==> config.mk <==
export PLATFORM = sky130hd
export DESIGN_NAME = keypad_entry_flat
export DESIGN_NICKNAME = d
export VERILOG_FILES = /design/src/rtl/keypad_pkg.sv /design/src/rtl/keypad_if.sv /design/src/rtl/keypad_scanner.sv /design/src/rtl/keypad_entry.sv /design/src/flat_wrapper.sv
export SDC_FILE = /design/constraint.sdc
export NUM_CORES = 1
export LEC_CHECK = 0
export CAP_MARGIN = 20
export CORE_MARGIN = 2
export CORE_UTILIZATION = 38
export DETAILED_ROUTE_END_ITERATION = 10
export HOLD_SLACK_MARGIN = 0.03
export PLACE_DENSITY = 0.64
export SLEW_MARGIN = 20
export SYNTH_ARGS = -nofsm -noshare
export SYNTH_HDL_FRONTEND = slang
export SYNTH_SLANG_ARGS = --single-unit
==> constraint.sdc <==
create_clock -name clk -period 7.6 [get_ports clk]
set_clock_uncertainty 0.1 [all_clocks]
set_input_delay 1.52 -clock clk [delete_from_list [all_inputs] [get_ports clk]]
set_output_delay 1.52 -clock clk [all_outputs]
set_load 0.01 [all_outputs]
==> src/rtl/keypad_pkg.sv <==
// keypad_entry shared types: key codes, matrix map and
// BCD-to-binary helpers.
package keypad_pkg;

  typedef enum logic [3:0] {
    KEY_0     = 4'd0,
    KEY_1     = 4'd1,
    KEY_2     = 4'd2,
    KEY_3     = 4'd3,
    KEY_4     = 4'd4,
    KEY_5     = 4'd5,
    KEY_6     = 4'd6,
    KEY_7     = 4'd7,
    KEY_8     = 4'd8,
    KEY_9     = 4'd9,
    KEY_ENTER = 4'd10,
    KEY_BACK  = 4'd11,
    KEY_CLEAR = 4'd12,
    KEY_IGN   = 4'd13,
    KEY_NONE  = 4'd15
  } key_t;

  localparam logic [12:0] MAX_VAL = 13'd8191;

  // idx = row*4 + col
  function automatic key_t key_map(input logic [3:0] idx);
    key_t k;
    unique case (idx)
      4'd0:  k = KEY_1;
      4'd1:  k = KEY_2;
      4'd2:  k = KEY_3;
      4'd3:  k = KEY_ENTER;
      4'd4:  k = KEY_4;
      4'd5:  k = KEY_5;
      4'd6:  k = KEY_6;
      4'd7:  k = KEY_BACK;
      4'd8:  k = KEY_7;
      4'd9:  k = KEY_8;
      4'd10: k = KEY_9;
      4'd11: k = KEY_CLEAR;
      4'd12: k = KEY_IGN;
      4'd13: k = KEY_0;
      4'd14: k = KEY_IGN;
      4'd15: k = KEY_IGN;
    endcase
    return k;
  endfunction

  // x10 as x8 + x2
  function automatic logic [13:0] bcd_sum(
    input logic [3:0][3:0] d
  );
    logic [13:0] t;
    t = {10'd0, d[3]};
    t = (t << 3) + (t << 1) + {10'd0, d[2]};
    t = (t << 3) + (t << 1) + {10'd0, d[1]};
    t = (t << 3) + (t << 1) + {10'd0, d[0]};
    return t;
  endfunction

  function automatic logic [12:0] sat13(
    input logic [13:0] s
  );
    return (s > {1'b0, MAX_VAL}) ? MAX_VAL : s[12:0];
  endfunction

endpackage

==> src/rtl/keypad_if.sv <==
// Entry/commit output bundle from keypad_entry
// to the display and processor I/O logic.
interface keypad_if;
  logic [12:0] entry_bin;
  logic [2:0]  entry_cnt;
  logic [12:0] value;
  logic        value_valid;
  logic        value_sat;
  logic        digit_ovf;

  modport master (
    output entry_bin,
    output entry_cnt,
    output value,
    output value_valid,
    output value_sat,
    output digit_ovf
  );

  modport slave (
    input entry_bin,
    input entry_cnt,
    input value,
    input value_valid,
    input value_sat,
    input digit_ovf
  );
endinterface

==> src/rtl/keypad_scanner.sv <==
// Row scan, column synchronizer and debounce for a
// 4x4 matrix; emits one key event per accepted press.
module keypad_scanner
  import keypad_pkg::*;
#(
  parameter int SCAN_DIV       = 50000,
  parameter int DEBOUNCE_SCANS = 4
) (
  input  logic       clk,
  input  logic       rst_n,
  output logic [3:0] row_n_o,
  input  logic [3:0] col_n_i,
  output logic       key_evt_o,
  output key_t       key_code_o
);

  localparam int DW = (SCAN_DIV > 1) ? $clog2(SCAN_DIV) : 1;
  localparam int SW = $clog2(DEBOUNCE_SCANS + 1);

  logic [3:0]    c1_q, c2_q;
  logic [DW-1:0] div_q;
  logic [1:0]    row_q;
  logic [3:0]    row_n_q;
  key_t          scan_q, prev_q, acc_q, code_q;
  logic [SW-1:0] stab_q, stab_d;
  logic          evt_q;

  logic tc;
  logic [3:0] hit;
  key_t row_code, part_d;
  logic accept, fire;

  assign tc  = div_q == DW'(SCAN_DIV - 1);
  assign hit = ~c2_q;

  always_comb begin
    row_code = KEY_NONE;
    for (int c = 3; c >= 0; c--)
      if (hit[c]) row_code = key_map({row_q, 2'(c)});
  end

  // earlier rows keep priority within a scan
  assign part_d = (row_q != 2'd0 && scan_q != KEY_NONE)
                ? scan_q : row_code;

  always_comb begin
    stab_d = SW'(1);
    if (part_d == prev_q)
      stab_d = (stab_q == SW'(DEBOUNCE_SCANS))
             ? stab_q : stab_q + 1'b1;
  end

  assign accept = stab_d == SW'(DEBOUNCE_SCANS);
  assign fire   = accept && part_d != acc_q
               && part_d != KEY_NONE;

  always_ff @(posedge clk or negedge rst_n) begin
    if (!rst_n) begin
      c1_q    <= 4'hF;
      c2_q    <= 4'hF;
      div_q   <= '0;
      row_q   <= 2'd0;
      row_n_q <= 4'b1110;
      scan_q  <= KEY_NONE;
      prev_q  <= KEY_NONE;
      acc_q   <= KEY_NONE;
      code_q  <= KEY_NONE;
      stab_q  <= '0;
      evt_q   <= 1'b0;
    end else begin
      c1_q  <= col_n_i;
      c2_q  <= c1_q;
      evt_q <= 1'b0;
      if (tc) begin
        div_q   <= '0;
        row_q   <= row_q + 2'd1;
        row_n_q <= {row_n_q[2:0], row_n_q[3]};
        scan_q  <= part_d;
        if (row_q == 2'd3) begin
          prev_q <= part_d;
          stab_q <= stab_d;
          if (accept) acc_q <= part_d;
          evt_q  <= fire;
          code_q <= part_d;
        end
      end else begin
        div_q <= div_q + 1'b1;
      end
    end
  end

  assign row_n_o    = row_n_q;
  assign key_evt_o  = evt_q;
  assign key_code_o = code_q;

endmodule

==> src/rtl/keypad_entry.sv <==
// Keypad digit entry: up to four BCD digits with backspace,
// clear and enter; commits a saturated 13-bit value.
module keypad_entry
  import keypad_pkg::*;
#(
  parameter int SCAN_DIV       = 50000,
  parameter int DEBOUNCE_SCANS = 4
) (
  input  logic       clk,
  input  logic       rst_n,
  output logic [3:0] row_n,
  input  logic [3:0] col_n,
  keypad_if.master   kp
);

  logic key_evt;
  key_t key_code;

  keypad_scanner #(
    .SCAN_DIV       (SCAN_DIV),
    .DEBOUNCE_SCANS (DEBOUNCE_SCANS)
  ) u_scan (
    .clk        (clk),
    .rst_n      (rst_n),
    .row_n_o    (row_n),
    .col_n_i    (col_n),
    .key_evt_o  (key_evt),
    .key_code_o (key_code)
  );

  logic [3:0][3:0] d_q;
  logic [2:0]      cnt_q;
  logic [12:0]     val_q;
  logic            vv_q, sat_q, ovf_q;
  logic [13:0]     sum;
  logic            is_dig;

  assign sum    = bcd_sum(d_q);
  assign is_dig = key_code <= KEY_9;

  always_ff @(posedge clk or negedge rst_n) begin
    if (!rst_n) begin
      d_q   <= '0;
      cnt_q <= 3'd0;
      val_q <= '0;
      vv_q  <= 1'b0;
      sat_q <= 1'b0;
      ovf_q <= 1'b0;
    end else begin
      vv_q  <= 1'b0;
      ovf_q <= 1'b0;
      if (key_evt) begin
        unique case (1'b1)
          is_dig: begin
            if (cnt_q == 3'd4) begin
              ovf_q <= 1'b1;
            end else begin
              d_q   <= {d_q[2:0], key_code};
              cnt_q <= cnt_q + 3'd1;
            end
          end
          key_code == KEY_BACK: begin
            if (cnt_q != 3'd0) begin
              d_q   <= {4'd0, d_q[3:1]};
              cnt_q <= cnt_q - 3'd1;
            end
          end
          key_code == KEY_CLEAR: begin
            d_q   <= '0;
            cnt_q <= 3'd0;
          end
          key_code == KEY_ENTER: begin
            val_q <= sat13(sum);
            sat_q <= sum > {1'b0, MAX_VAL};
            vv_q  <= 1'b1;
            d_q   <= '0;
            cnt_q <= 3'd0;
          end
          default: ;
        endcase
      end
    end
  end

  assign kp.entry_bin   = sat13(sum);
  assign kp.entry_cnt   = cnt_q;
  assign kp.value       = val_q;
  assign kp.value_valid = vv_q;
  assign kp.value_sat   = sat_q;
  assign kp.digit_ovf   = ovf_q;

endmodule

==> src/flat_wrapper.sv <==
// flat-port wrapper written by rule: the top's interface ports become plain ports
module keypad_entry_flat import keypad_pkg::*;
#(
  parameter int SCAN_DIV       = 50000,
  parameter int DEBOUNCE_SCANS = 4
)
  (clk, rst_n, row_n, col_n, kp_entry_bin, kp_entry_cnt, kp_value, kp_value_valid, kp_value_sat, kp_digit_ovf);
  keypad_if kp_i ();
  input  logic clk;
  input  logic rst_n;
  output logic [3:0] row_n;
  input  logic [3:0] col_n;
  output wire logic [$bits(kp_i.entry_bin)-1:0] kp_entry_bin;
  output wire logic [$bits(kp_i.entry_cnt)-1:0] kp_entry_cnt;
  output wire logic [$bits(kp_i.value)-1:0] kp_value;
  output wire logic [$bits(kp_i.value_valid)-1:0] kp_value_valid;
  output wire logic [$bits(kp_i.value_sat)-1:0] kp_value_sat;
  output wire logic [$bits(kp_i.digit_ovf)-1:0] kp_digit_ovf;
  assign kp_entry_bin = kp_i.entry_bin;
  assign kp_entry_cnt = kp_i.entry_cnt;
  assign kp_value = kp_i.value;
  assign kp_value_valid = kp_i.value_valid;
  assign kp_value_sat = kp_i.value_sat;
  assign kp_digit_ovf = kp_i.digit_ovf;
  keypad_entry #(.SCAN_DIV(SCAN_DIV), .DEBOUNCE_SCANS(DEBOUNCE_SCANS)) u_core (.clk(clk), .rst_n(rst_n), .row_n(row_n), .col_n(col_n), .kp(kp_i));
endmodule
== After elaboration in Yosys (flattened, before gate mapping) ==
Index checks and enable logic that the tools add are counted.
Cells by class
  magnitude comparators: 2
  add/sub/neg operators: 11
  reductions and logical operators: 12
  muxes and demuxes: 26
  bitwise gates (word level): 1
  equal/unequal tests: 16
Operators with widths (number)
  4-bit one-hot mux with 4 select lines: 4
  16-bit 2-to-1 mux: 3
  16-bit one-hot mux with 3 select lines: 1
  4-bit 2-to-1 mux: 5
  16-bit by 1-bit adder with 16-bit output, second input constant: 1
  16-bit equality test, second input constant: 1
  14-bit adder: 1
  14-bit by 4-bit adder with 14-bit output: 1
  14-bit by 13-bit > comparator with 1-bit output, second input constant: 1
  13-bit adder: 1
  13-bit by 4-bit adder with 13-bit output: 1
  13-bit 2-to-1 mux: 1
  4-bit equality test, second input constant: 3
  3-bit 2-to-1 mux: 4
  8-bit by 4-bit adder with 9-bit output: 1
  3-bit equality test, second input constant: 3
  3-bit one-hot mux with 3 select lines: 1
  7-bit by 5-bit adder with 8-bit output: 1
  4-bit inequality test, second input constant: 2
  1-bit 2-to-1 mux: 7
  3-bit by 1-bit adder with 3-bit output, second input constant: 2
  3-bit nonzero test: 2
  2-bit equality test, second input constant: 2
  4-bit equality test: 1
  other kinds (14): 18
Storage, ports and cells
  word-level logic and storage cells: 87
  register bits: 81
  output and inout port bits: 36

== Depth between registers and ports, before layout ==
Gate-level depths: netlist of the first run.
  depth after elaboration: 14
  gate-level depth with buffers: 24
  gate-level depth less buffers: 23

== Hierarchy ==
From an unflattened synthesis of the first run, not the netlist that was laid out.
Second synthesis, totals
  cell total of the unflattened synthesis: 560
  area total of the unflattened synthesis: 5343.9 µm²
By module, submodules not included
  keypad_entry: times used 1, sequential area each 875.8 µm², area an instance 2892.8 µm², cells an instance 318
  keypad_scanner: times used 1, sequential area each 1179.9 µm², area an instance 2451.1 µm², cells an instance 242

== Least setup slack after synthesis of the first run ==
Ideal clock, no wire load.
  path kind: register to output
  start point: register u_core.d_q[11] (netlist name)
  end point: output port kp_entry_bin[3]
  cell stages (with the launch flop): 24
  arrival time: 5.203 ns
  setup slack: 0.777 ns
  data required time: 5.980 ns
  cell sequence: dfrtp_1 fa_1 inv_1 fa_1 inv_1 a21o_1 a21oi_1 xnor2_1 ha_1 ha_1 nor2b_1 a311o_1 a31oi_4 xor2_1 ha_1 ha_1 o21a_1 o21a_1 a41oi_1 xnor2_1 xnor3_1 buf_6 buf_6 nand2_1
Between the ends
  longest elaborated chain between the ends: 7
RTL lines
  start: declaration: line keypad_entry.sv:31  | logic [3:0][3:0] d_q;
  start signal: assignment: line keypad_entry.sv:58  | d_q <= {d_q[2:0], key_code};
  start signal: assignment: line keypad_entry.sv:64  | d_q <= {4'd0, d_q[3:1]};
  8-bit by 4-bit adder with 9-bit output: line keypad_pkg.sv:55  | t = (t << 3) + (t << 1) + {10'd0, d[2]};
  13-bit adder: line keypad_pkg.sv:56  | t = (t << 3) + (t << 1) + {10'd0, d[1]};
  13-bit by 4-bit adder with 13-bit output: line keypad_pkg.sv:56
  14-bit adder: line keypad_pkg.sv:57  | t = (t << 3) + (t << 1) + {10'd0, d[0]};
  14-bit by 4-bit adder with 14-bit output: line keypad_pkg.sv:57
  14-bit by 13-bit > comparator with 1-bit output: line keypad_pkg.sv:64  | return (s > {1'b0, MAX_VAL}) ? MAX_VAL : s[12:0];
  13-bit 2-to-1 mux: line keypad_pkg.sv:64
  end: declaration: line flat_wrapper.sv:13  | output wire logic [$bits(kp_i.entry_bin)-1:0] kp_entry_bin;
No other way between the ends.

== Worst setup path in the final report of the first run ==
  start point: register u_core.d_q[11] (netlist name)
  end point: output port kp_entry_bin[11]
Between the ends
  longest elaborated chain between the ends: 7
RTL lines (line)
  8-bit by 4-bit adder with 9-bit output *: keypad_pkg.sv:55
  13-bit adder *: keypad_pkg.sv:56
  13-bit by 4-bit adder with 13-bit output *: keypad_pkg.sv:56
  14-bit adder *: keypad_pkg.sv:57
  14-bit by 4-bit adder with 14-bit output *: keypad_pkg.sv:57
  14-bit by 13-bit > comparator with 1-bit output: keypad_pkg.sv:64
  13-bit 2-to-1 mux *: keypad_pkg.sv:64
Every way passes the cells marked *; elsewhere a longest branch is shown, timed or not.

==> results.md, run 1 <==
- Number of synthesized flops with an enable pin: 0
- Maxcap violations: 0
- Post-synth net total: 613
- Initial antenna violation count: 0
- Setup TNS: 0 ns
- CP Launch Point: u_core.d_q[11]
- RSZ-0062 raised after global routing: yes
- Placer Congestion: 0.787
- Crit path max fanout: 6
- HP Class: flip-flop to flip-flop
- CTS tree: done
- Total GRT Usage: 0.160
- FF+latch area: 2060 um^2
- Met3 WL post-DR: 331 um
- Max transition margin: 0.420
- FF-to-FF path depth: 23
- Fmax achieved: 135 MHz
- CP cell instances: fa_1, inv_1, fa_2, inv_1, a21o_1, a21oi_1, xnor2_1, ha_1, ha_1, buf_4, a311o_1, a31oi_4, xor2_1, ha_1, ha_4, o21a_1, o21a_1, a41oi_2, xnor2_1, xnor3_2, buf_4, nand2_1, clkdlybuf4s15_1
- Setup violators final: 0
- FF-to-FF End: u_core.kp.value[1]
- Multi-input gate area: 3090 um^2
- Slew at the pin closest to its max-slew limit: 0.870 ns
- Crit start category: flip-flop
- Worst reg2reg path startpoint: u_core.d_q[11]
- Register area share after synthesis: 0.388
- Synth cell types: 64
- Via Count: 4061
- Status: completed
- VDD IR max: 0.155 mV
- Clk root buf: clkbuf_16
- Area share of the largest cell type after synthesis: 0.274
- Top Layer Used: met4
- Setup CP Type: flip-flop to primary output
- PwrDens: 147 nW/um^2
- Area contributors post-synth: dfrtp_1 27%, ha_1 12%, dfstp_2 11%
- DR iter-0 viols: 222
- Setup ws final: 0.218 ns
- Post-Route WL: 11000 um
- Routed wl met2: 5690 um
- Cell count after synthesis: 548
- GRT Residual Overflow: 0
- Worst Path Buf+Inv: 5
- Most frequent CP cell: ha_1
- Layout Cells excl Fill: 787
- Fill cells: 1302
- Layout cells sized above 1: 0.168
- Worst path arrival time: 5.76 ns
- First-pass DRT Iterations: 4
- DR DRC count: 0
- CTS H-Tree Depth: 3
- Crit. End Element: primary output
- Hold_ws: 0.256 ns
- Total CTS buffers: 9
- Yosys top cell by area: dfrtp_1
- First-pass GRT wire length: 18900 um
- Crit-path leading delay family: adder cells
- # diodes: 0
- Post-Place Cells: 759
- Nets: 667
- Number of global-route vias before repair: 4082
- Post-layout min period: 7.38 ns
- Ys Warns: 0
- Metal-1 WL: 4780 um
- Place WS: -0.138 ns
- DRT antenna net count: 0
- Via density: 5.16
- Crit path max-delay cell type: fa_1
- Fin area: 6320 um^2
- Largest net degree at the start of global routing: 82
- CTS clock-pin slew for the worst setup and hold paths: 0.06 ns
- Async set-reset flop share out of synthesis: 1.00
- End of the critical path: kp_entry_bin[11]
- Overall power: 0.931 mW
- Clock sink count: 81
- Number of port buffers: 41
- Period utilisation layout: 0.971
- Die width: 122 um
- Routed wire per std cell: 14.0 um
- Final Util: 0.460
- Num rows: 43
- CTS Hold Bufs: 0
- DIE AREA: 14900 um^2
- I/O pin cnt: 42
- Post-DP HPWL: 7850 um
- Most common cell in the netlist: nand2_1
- Synth Register Bits: 81
- Height of the chip: 122 um
- Mapped Area: 5290 um^2
- Setup slack, reg-to-reg: 1.88 ns
- Req. time, crit path: 5.98 ns
- Commonest cells post-synth: 73 x nand2_1, 58 x dfrtp_1, 52 x ha_1
- Number of cells on the critical path: 23
- Area Overhead vs Synth: 19.3%
- Syn Area/Cell: 9.66 um^2
- Final Hold Viols: 0
- DP Area: 5900 um^2
- Final Max Slew Viols: 0
- Core Area: 13700 um^2
- Largest stage delay, worst path: 0.57 ns
- Worst-Skew Late Latency: 0.35 ns
- Leak Pwr: 3.03 nW
- Longest Clk Path Bufs: 2
- Main synth FF type: dfrtp_1
- Initial Util: 0.386
## timing repair
item / CTS / global route
buffers inserted: 10 / 1
pin swaps: 6 / 5
gates cloned: 0 / 1
gates resized for setup: 21 / 33
endpoints found under the setup margin: 13 / 11
## worst reg2reg max path: cells and delay by family (launching register included)
kind	cells	cell delay (ns)
compound gates	7	1.19
xor+xnor	4	0.88
fa+ha+maj	6	2.11
buf+inv	4	0.42
flops	1	0.40
mux	1	0.27
simple gates	1	0.24
## per-layer routing
layer  up-vias  global-route usage
met3        16              0.0356
li1       2020                   -
met5         -                   0
met1      1970               0.188
met4         0              0.0582
met2        55               0.285
## cells by family after synthesis
family,count (synthesis),synth area share
compound gates,128,0.162
xor+xnor,40,0.0688
mux,12,0.0246
flops,81,0.388
fa+ha+maj,59,0.149
buf+inv,51,0.0392
simple gates,177,0.168
## layout make-up
cell class	instances	area share
tap	180	0.0357
clock inverter	4	0.00891
clock buffer	12	0.0422
timing repair buffer	58	0.0770
inverter	36	0.0214
sequential	81	0.325
multi-input combinational	416	0.489
## power breakdown
group          switching (mW)  internal (mW)  total, mW  leakage, nW
clock                   0.186          0.284      0.470        0.160
combinational          0.0154        0.00774     0.0231         1.84
sequential            0.00174          0.435      0.437         1.03
total                   0.203          0.728      0.931         3.03
## state kept, by name (all words and copies together) (netlist names)
register	flops
u_core.d_q	16
u_core.kp.digit_ovf	1
u_core.kp.entry_cnt	3
u_core.kp.value	13
u_core.kp.value_sat	1
u_core.kp.value_valid	1
u_core.u_scan.acc_q	4
u_core.u_scan.c1_q	4
u_core.u_scan.c2_q	4
u_core.u_scan.div_q	16
u_core.u_scan.key_code_o	4
u_core.u_scan.key_evt_o	1
u_core.u_scan.row_n_o	4
u_core.u_scan.row_q	2
u_core.u_scan.scan_q	4
u_core.u_scan.stab_q	3
## layout by cell type, fill, tap and decap left out, types with 3 or more instances in the layout
cell type,netlist,final
ha_1,52,51
o21a_1,7,7
a22o_1,3,3
nor3_1,4,3
and2_1,4,4
a22oi_1,6,6
nor2b_1,7,7
a21oi_1,23,21
clkbuf_16,0,9
nand2b_1,9,7
buf_4,0,15
xnor2_1,19,19
and3_1,7,7
a221oi_1,4,4
nand3_1,14,14
buf_6,2,3
o21ai_0,39,37
clkbuf_2,0,10
a211oi_1,5,5
nand2_1,73,73
a31oi_1,13,13
mux2i_1,4,4
a21o_1,8,8
nor2_1,39,39
dfrtp_1,58,58
xor2_1,20,20
clkdlybuf4s50_1,0,27
fa_1,7,6
dfstp_2,23,23
mux2_2,7,7
inv_1,36,36
clkbuf_8,0,3
## worst min-delay path by stage
stage	start	to	slack [ns]	cells past startpoint
final	u_core.u_scan.c1_q[3]	u_core.u_scan.c2_q[3]	0.26	0
after global routing	u_core.u_scan.c1_q[3]	u_core.u_scan.c2_q[3]	0.26	0
after CTS	u_core.u_scan.c1_q[3]	u_core.u_scan.c2_q[3]	0.26	0
after detailed placement	u_core.u_scan.c1_q[3]	u_core.u_scan.c2_q[3]	0.25	0
after global placement	u_core.u_scan.c1_q[0]	u_core.u_scan.c2_q[0]	0.25	0
after floorplan	u_core.u_scan.c1_q[0]	u_core.u_scan.c2_q[0]	0.25	0
Power figures use the tool's default switching activity.
==> run 2, diff against run 1 <==
--- a/config.mk
+++ b/config.mk
@@ -9,8 +9,9 @@
 export CORE_MARGIN = 2
 export CORE_UTILIZATION = 38
 export DETAILED_ROUTE_END_ITERATION = 10
-export HOLD_SLACK_MARGIN = 0.03
+export HOLD_SLACK_MARGIN = 0.12
 export PLACE_DENSITY = 0.64
+export SETUP_SLACK_MARGIN = 0.5
 export SLEW_MARGIN = 20
 export SYNTH_ARGS = -nofsm -noshare
 export SYNTH_HDL_FRONTEND = slang
==> results.md, run 2 (synthesis gave the netlist of run 1 again) <==
- # diodes: 0
- RSZ-0062 raised after global routing: yes
- Initial Util: 0.386
- Largest stage delay, worst path: 0.57 ns
- Period utilisation layout: 0.941
- Setup ws final: 0.447 ns
- Hold depth: 0
- CTS Hold Bufs: 0
- Worst path arrival time: 5.53 ns
- Setup violators final: 0
- CTS tree: done
- Final Max Slew Viols: 0
- Crit start category: flip-flop
- HP Class: flip-flop to flip-flop
- FF-to-FF path depth: 25
- Worst reg2reg path startpoint: u_core.d_q[12]
- CP cell instances: fa_1, ha_1, a21o_1, a21oi_2, xnor2_2, ha_1, ha_4, a21oi_2, nor2b_1, a311o_1, a31oi_4, xor2_1, ha_1, ha_4, o21a_1, o21a_1, a41oi_2, xnor2_1, xnor3_2, buf_6, buf_6, nand2_1, buf_2
- Post-Route WL: 11600 um
- Min-delay src: u_core.u_scan.c1_q[3]
- Total CTS buffers: 9
- Worst-Skew Late Latency: 0.35 ns
- Num rows: 43
- Number of global-route vias before repair: 4174
- Largest net degree at the start of global routing: 82
- Fin area: 6630 um^2
- Core Area: 13700 um^2
- Setup TNS: 0 ns
- Post-Place Cells: 759
- Most frequent cells in the layout: 67 x nand2_1, 58 x dfrtp_1, 45 x ha_1
- Crit. End Element: primary output
- Final Hold Viols: 0
- Via density: 5.19
- Hold EP: u_core.u_scan.c2_q[3]
- Area Overhead vs Synth: 25.2%
- Die width: 122 um
- Fmax achieved: 140 MHz
- FF-to-FF End: u_core.kp.value[3]
- Max transition margin: 0.426
- Crit path max fanout: 6
- Overall power: 0.931 mW
- First-pass GRT wire length: 19600 um
- VDD IR max: 0.154 mV
- Total GRT Usage: 0.166
- Via Count: 4156
- Initial antenna violation count: 0
- Layout Cells excl Fill: 801
- DR DRC count: 0
- Slew at the pin closest to its max-slew limit: 0.861 ns
- Routed wire per std cell: 14.5 um
- Height of the chip: 122 um
- Most frequent CP cell: ha_1
- Place WS: -0.138 ns
- Longest Clk Path Bufs: 2
- Maxcap violations: 0
- Nets: 681
- Post-DP HPWL: 7850 um
- DP Area: 5900 um^2
- Clk root buf: clkbuf_16
- Layout cells sized above 1: 0.222
- I/O pin cnt: 42
- Leak Pwr: 3.13 nW
- DR iter-0 viols: 204
- DIE AREA: 14900 um^2
- Placer Congestion: 0.787
- Status: completed
- Req. time, crit path: 5.98 ns
- Clock sink count: 81
- First-pass DRT Iterations: 5
- Number of port buffers: 41
- CTS clock-pin slew for the worst setup and hold paths: 0.06 ns
- GRT Residual Overflow: 0
- Setup slack, reg-to-reg: 1.86 ns
- DRT antenna net count: 0
- PwrDens: 140 nW/um^2
- Setup CP Type: flip-flop to primary output
- Most common cell after layout, fill and taps aside: nand2_1
- Crit path max-delay cell type: fa_1
- Post-layout min period: 7.15 ns
- CTS H-Tree Depth: 3
==> run 2: cell count changes in the layout (fill, tap and decap cells not counted), moves of 6 or more <==
cell / before / now
ha_1: 51 / 45
ha_4: 1 / 7
buf_6: 3 / 16
nand2_1: 73 / 67
buf_4: 15 / 24
clkbuf_2: 10 / 0
==> run 2: worst max-delay path by stage <==
stage                    from               end  slack, ns  depth (start not counted)
2_1_floorplan  u_core.d_q[11]   kp_entry_bin[3]       0.78                         23
3_3_place_gp   u_core.d_q[11]   kp_entry_bin[3]       0.04                         23
3_5_place_dp   u_core.d_q[11]   kp_entry_bin[8]      -0.14                         22
4_1_cts        u_core.d_q[12]   kp_entry_bin[8]       0.45                         24
5_1_grt        u_core.d_q[12]  kp_entry_bin[12]       0.22                         20
6_report       u_core.d_q[12]  kp_entry_bin[11]       0.45                         23
==> run 2: repair_timing <==
| item | CTS | global route |
|---|---|---|
| pin swaps | 23 | 8 |
| resized for setup | 89 | 14 |
| cloned | 1 | 0 |
| buffers inserted | 15 | 10 |
| setup endpoints to repair | 13 | 13 |
==> run 2: critical path, delay by kind of cell (launching register included) <==
family	cells	cell delay, ns
flip-flops	1	0.40
buffers and inverters	3	0.42
adder cells (fa/ha/maj)	6	1.97
AO/OA/AOI/OAI	8	1.42
XOR/XNOR	4	0.87
AND/OR/NAND/NOR	2	0.11
==> run 2: area by class of cell <==
| cell class | instances | area (um^2) |
|---|---|---|
| clock inverters | 4 | 56.3 |
| repair buffers | 72 | 656 |
| flip-flops and latches | 81 | 2060 |
| inverters | 36 | 135 |
| fillers | 1262 | 7090 |
| multi-input cells | 416 | 3230 |
| clock buffers | 12 | 267 |
| well taps | 180 | 225 |
==> run 2: report_power, final <==
| group | internal [mW] | switching, mW |
|---|---|---|
| Combinational | 0.00775 | 0.0155 |
| Clock | 0.284 | 0.186 |
| Sequential | 0.435 | 0.00175 |
| Total | 0.728 | 0.203 |
==> run 2: layer usage <==
metal	vias up	wire length, um	GRT usage
li1	2046	-	-
met1	2033	4980	0.196
met2	59	6140	0.296
met3	18	315	0.0360
met4	0	201	0.0596
met5	-	0	0
==> run 2: metrics by stage <==
stage	util	hold WS [ns]
after floorplan	-	0.245
after global placement	0.430	0.248
after detailed placement	0.430	0.248
after CTS	0.472	0.257
after global routing	0.483	0.260
final	0.483	0.256
